$ cat src/rtl/cpu_pkg.sv
`default_nettype none
// ============================================================================
// cpu_pkg : shared register-file defaults and index/data types
// Revision: 1.0
// ============================================================================
package cpu_pkg;
  localparam int DATA_W_DEF = 16;
  localparam int ADDR_W_DEF = 3;

  typedef logic [ADDR_W_DEF-1:0] reg_idx_t;
  typedef logic [DATA_W_DEF-1:0] reg_data_t;
endpackage
`default_nettype wire

$ cat src/rtl/regfile_scoreboard.sv
`default_nettype none
// ============================================================================
// regfile_scoreboard : per-register busy bits, claim/clear, claim_err, any_busy
// Optional macro WRITE_BYPASS_EN forwards same-cycle writeback clears to busy_a/b.
// Revision: 1.0
// ============================================================================
module regfile_scoreboard
  import cpu_pkg::*;
#(
  parameter int ADDR_W   = ADDR_W_DEF,
  parameter bit ZERO_REG = 1'b0
) (
  input  logic              clk,
  input  logic              rst_n,
  input  logic              write_en,
  input  logic [ADDR_W-1:0] wreg,
  input  logic              claim_en,
  input  logic [ADDR_W-1:0] claim_reg,
  input  logic [ADDR_W-1:0] rega,
  input  logic [ADDR_W-1:0] regb,
  output logic              busy_a,
  output logic              busy_b,
  output logic              any_busy,
  output logic              claim_err
);
  localparam int NREGS = 2**ADDR_W;

  logic [NREGS-1:0] busy_q, busy_d;
  logic             claim_err_q, claim_err_d;

  // Claim is applied after the writeback clear so a new producer wins.
  always_comb begin
    busy_d = busy_q;
    if (write_en) busy_d[wreg] = 1'b0;
    if (claim_en) busy_d[claim_reg] = 1'b1;
    if (ZERO_REG) busy_d[0] = 1'b0;
    claim_err_d = claim_en && busy_q[claim_reg];
  end

  always_ff @(posedge clk or negedge rst_n) begin
    if (!rst_n) begin
      busy_q      <= '0;
      claim_err_q <= 1'b0;
    end else begin
      busy_q      <= busy_d;
      claim_err_q <= claim_err_d;
    end
  end

  function automatic logic port_busy(input logic [ADDR_W-1:0] idx);
    logic b;
    b = busy_q[idx];
`ifdef WRITE_BYPASS_EN
    if (write_en && (wreg == idx)) b = claim_en && (claim_reg == idx);
`endif
    if (ZERO_REG && (idx == '0)) b = 1'b0;
    if (!rst_n) b = 1'b0;
    return b;
  endfunction

  always_comb begin
    busy_a = port_busy(rega);
    busy_b = port_busy(regb);
  end

  assign any_busy  = |busy_q;
  assign claim_err = claim_err_q;
endmodule
`default_nettype wire

$ cat src/rtl/regfile_sb.sv
`default_nettype none
// ============================================================================
// regfile_sb : parametrised 2R/1W register file with writeback scoreboard
// Optional macro WRITE_BYPASS_EN forwards writedata to same-cycle reads.
// Revision: 1.0
// ============================================================================
module regfile_sb
  import cpu_pkg::*;
#(
  parameter int DATA_W   = DATA_W_DEF,
  parameter int ADDR_W   = ADDR_W_DEF,
  parameter bit ZERO_REG = 1'b0
) (
  input  logic              clk,
  input  logic              rst_n,
  input  logic              write_en,
  input  logic [ADDR_W-1:0] wreg,
  input  logic [DATA_W-1:0] writedata,
  input  logic [ADDR_W-1:0] rega,
  input  logic [ADDR_W-1:0] regb,
  output logic [DATA_W-1:0] read1,
  output logic [DATA_W-1:0] read2,
  input  logic              claim_en,
  input  logic [ADDR_W-1:0] claim_reg,
  output logic              busy_a,
  output logic              busy_b,
  output logic              any_busy,
  output logic              claim_err
);
  localparam int NREGS = 2**ADDR_W;

  logic [DATA_W-1:0] regs_q [NREGS];
  logic              wr_ok;

  assign wr_ok = write_en && !(ZERO_REG && (wreg == '0));

  always_ff @(posedge clk or negedge rst_n) begin
    if (!rst_n) begin
      for (int i = 0; i < NREGS; i++) regs_q[i] <= '0;
    end else if (wr_ok) begin
      regs_q[wreg] <= writedata;
    end
  end

  function automatic logic [DATA_W-1:0] read_port(input logic [ADDR_W-1:0] idx);
    logic [DATA_W-1:0] v;
    v = regs_q[idx];
`ifdef WRITE_BYPASS_EN
    if (write_en && (wreg == idx)) v = writedata;
`endif
    if (ZERO_REG && (idx == '0)) v = '0;
    if (!rst_n) v = '0;
    return v;
  endfunction

  always_comb begin
    read1 = read_port(rega);
    read2 = read_port(regb);
  end

  regfile_scoreboard #(
    .ADDR_W   (ADDR_W),
    .ZERO_REG (ZERO_REG)
  ) u_scoreboard (
    .clk       (clk),
    .rst_n     (rst_n),
    .write_en  (write_en),
    .wreg      (wreg),
    .claim_en  (claim_en),
    .claim_reg (claim_reg),
    .rega      (rega),
    .regb      (regb),
    .busy_a    (busy_a),
    .busy_b    (busy_b),
    .any_busy  (any_busy),
    .claim_err (claim_err)
  );
endmodule
`default_nettype wire

$ cat config.mk
export PLATFORM = sky130hd
export DESIGN_NAME = regfile_sb
export DESIGN_NICKNAME = d
export VERILOG_FILES = /design/src/rtl/cpu_pkg.sv /design/src/rtl/regfile_scoreboard.sv /design/src/rtl/regfile_sb.sv
export SDC_FILE = /design/constraint.sdc
export NUM_CORES = 1
export LEC_CHECK = 0
export ABC_AREA = 1
export CORE_UTILIZATION = 51
export DETAILED_ROUTE_END_ITERATION = 10
export PLACE_DENSITY = 0.71
export SLEW_MARGIN = 40
export SYNTH_ARGS = -nofsm -noshare
export SYNTH_HDL_FRONTEND = slang
export SYNTH_SLANG_ARGS = --single-unit
export TNS_END_PERCENT = 5
$ cat constraint.sdc
create_clock -name clk -period 1.1 [get_ports clk]
set_input_delay 0.22 -clock clk [delete_from_list [all_inputs] [get_ports clk]]
set_output_delay 0.22 -clock clk [all_outputs]
set_load 0.02 [all_outputs]
==> out/summary.md <==
### Worst setup path
* **slowest stage cell, crit path** sky130_fd_sc_hd__dfrtp_1
* **number of buffer and inverter stages on the critical path** 2
* **CP max stage delay** 400 ps
* **Critical Path End Type** output port
* **CP max FO** 2
* **required time at the endpoint of the critical path** 880 ps
* **worst path cell trace** buf_6 > nor4_2 > nand3_1 > buf_6
* **gate family responsible for the most delay along the worst path** flip-flops
* **Worst Setup Start Kind** flop
* **cell repeated most along the worst path** sky130_fd_sc_hd__buf_6
* **classification of the worst setup path** flop to output port
* **arrival time of the worst setup path** 1460 ps

### Placement
* **Routability Congestion** 0.843
* **DP Wirelength** 16200 um
* **Port Buffers** 67
* **Area after DPL** 0.0100 mm^2
* **placed instance count** 1569

### STA
* **worst clock skew on the final layout** 1.19 ps
* **Total Neg Setup Slack** -18550 ps
* **Peak Freq** 594 MHz
* **fraction of the cycle the final worst path needs** 153%
* **worst max-slew margin expressed relative to the limit** 58.5%
* **Worst Hold Slack** 21.2 ps
* **setup repair after global routing missed its margin** true
* **setup ws final** -584 ps
* **max-slew violations** 0
* **fin crit period** 1680 ps
* **measured slew at the worst slew-check pin** 623 ps
* **Final Hold Fails** 0
* **setup violation total in the final timing report** 37

### Clocking
* **clock latency reported for the late side of the worst-skew pair** 420 ps
* **htree depth** 4
* **Max Buffers Root-to-Sink** 2
* **clock slew at reported path FFs** 60 ps
* **CTS Sinks** 137
* **CTS tree** done
* **TritonCTS Buffers** 17
* **Root Driver** sky130_fd_sc_hd__clkbuf_16

### GRT
* **global-route wire length before repair** 42200 um
* **GRT Resource Usage Total** 33.3%
* **via count of the first global-routing pass** 8304
* **gr ovfl total** 0
* **initial antenna violation count** 0
* **maximum number of pins on one net before global-route repair** 44

### Logic synthesis
* **leading register cell type out of synthesis** sky130_fd_sc_hd__dfrtp_1
* **async set or reset register ratio after synthesis** 100%
* **register bit count reported by yosys** 137
* **number of nets produced by synthesis** 1304
* **Post-synth EDFFs** 0
* **synthesized area divided by synthesized cell count** 6.49 um^2
* **proportion of synthesized chip area in sequential cells** 41.5%
* **post-synthesis instance total** 1272
* **synth warn** 0
* **Yosys cell types** 18
* **netlist area before placement** 0.00825 mm^2

### Layout
* **number of inserted filler cells in the final layout** 1319
* **area of the multi-input gates** 0.00426 mm^2
* **share of post-route cells with drive strength above 1** 23.9%
* **number of standard cells in the layout, taps in and fillers out** 1626
* **most frequent standard cell in the layout excluding fill and tap cells** sky130_fd_sc_hd__nand2_1
* **synth-to-layout area growth** 34.8%
* **Storage cell area** 0.00343 mm^2
* **cell area after layout** 0.0111 mm^2
* **net count reported at finish** 1429
* **number of diodes added for antenna fixing** 0
* **top library cells by usage in the layout, fill and taps aside** 477 x sky130_fd_sc_hd__nand2_1, 164 x sky130_fd_sc_hd__nand3_1, 137 x sky130_fd_sc_hd__dfrtp_1

### Power and ir drop
* **leakage power of the design** 5.84 nW
* **largest vdd supply drop** 1.22 mV
* **clock share of power** 33.4%
* **PwrDens** 1580 mW/mm^2
* **P_sw** 5.87 mW
* **part of the power in combinational logic** 29.5%
* **cell internal pwr** 11.8 mW
* **register share of total power** 37.1%
* **switching power share of the total** 33.3%

### Die
* **area of the core region** 0.0158 mm^2
* **number of core rows** 46
* **starting utilization of the core area** 52.1%
* **die outline area** 0.0167 mm^2
* **x dimension of the die** 129 um
* **Ports** 68
* **y dimension of the die** 129 um

### Detailed routing
* **DRC violations left** 0
* **Routed met2 length** 12800 um
* **met1 wire length** 11200 um
* **1st-pass router iterations** 6
* **WL per Instance** 16.5 um
* **violation count after the first detailed-route iteration** 900
* **drt via density** 5.39
* **antenna violation net count after detailed routing** 0
* **highest metal used** met4
* **final wirelength** 26800 um
* **met3 routed wirelength** 2090 um
* **vias post-DR** 8771

### Flow run
* **max-cap violation count** 0

### Status
* **failing checks** negative setup slack
* **outcome** finished, violations left

### Worst hold path
* **class of the tightest hold or removal check** input pin to asynchronous set/reset pin

## stage by stage
| step | worst slack [ps] | util (%) | power, mW |
|---|---|---|---|
| finish | -584 | 70.3 | 17.6 |
| global route | -652 | 70.3 | 18.6 |
| CTS | -601 | 68.7 | 17.3 |
| detailed placement | -1210 | 63.3 | 11.2 |
| global placement | -1210 | 63.3 | 11.1 |
| floorplan | -127 | - | 9.46 |
## state kept, by name, summed over array words and instances, names as in the netlist
signal,count
u_scoreboard.busy_q,8
regs_q,128
u_scoreboard.claim_err,1
## power by group through the flow
stage	combinational (mW)	clock, mW	sequential [mW]
global placement	4.57	0	6.51
finish	5.20	5.88	6.55
floorplan	3.02	0	6.43
detailed placement	4.68	0	6.54
CTS	4.92	5.92	6.49
global route	5.80	6.15	6.64
## synth_stat cells (5+ instances only)
cell	n	area, um^2
sky130_fd_sc_hd__buf_6	9	101
sky130_fd_sc_hd__nand2_1	498	1870
sky130_fd_sc_hd__o21ai_0	135	676
sky130_fd_sc_hd__dfrtp_1	137	3430
sky130_fd_sc_hd__buf_2	42	210
sky130_fd_sc_hd__buf_1	5	18.8
sky130_fd_sc_hd__clkbuf_1	12	45.0
sky130_fd_sc_hd__nand3_1	176	881
sky130_fd_sc_hd__inv_1	160	601
sky130_fd_sc_hd__nor2_1	75	282
sky130_fd_sc_hd__buf_4	7	52.6
sky130_fd_sc_hd__inv_2	6	22.5
sky130_fd_sc_hd__clkbuf_2	5	25.0
## worst paths after layout
path	startpoint	end	slack (ps)	depth (start not counted)
max in group asynchronous	rst_n	regs_q[9]	160	4
worst max register to register	u_scoreboard.busy_q[4]	u_scoreboard.claim_err	-140	9
min in group clk	writedata[5]	regs_q[5]	380	3
worst min register to register	regs_q[35]	regs_q[35]	480	2
worst max-delay path	u_scoreboard.busy_q[7]	any_busy	-580	4
worst min-delay path	rst_n	regs_q[55]	20	3
## layout make-up
type                            instances  share of cell area, %
Multi-Input combinational cell        889                   38.3
Timing Repair Buffer                  186                   17.5
Clock inverter                         14                   1.55
Tap cell                              216                   2.43
Clock buffer                           18                   3.86
Sequential cell                       137                   30.8
Inverter                              166                   5.64
## cells by family after synthesis
logic type / Yosys count / share of synthesized area (%)
buffers and inverters: 246 / 13.0
flip-flops: 137 / 41.5
AND/OR/NAND/NOR: 753 / 37.1
AO/OA/AOI/OAI: 136 / 8.26
## tightest hold or removal path: stages
cell and delay [ps]:
sky130_fd_sc_hd__buf_6 140, sky130_fd_sc_hd__buf_12 140, sky130_fd_sc_hd__buf_2 360
## routing by layer
metal  vias to the layer above  track usage [%]
met1                      4117             43.6
met4                         0             14.3
met5                         -                0
li1                       4167                -
met2                       412             54.6
met3                        75             5.41
## repair_timing
item                                    in CTS  in global routing
hold buffers                                 8                  0
resized for setup                          259                 74
hold endpoints to repair                    99                  0
pin swaps                                   51                 48
buffers inserted                             3                 11
cloned                                       2                  1
endpoints found under the setup margin      90                196
Power figures use the tool's default switching activity.
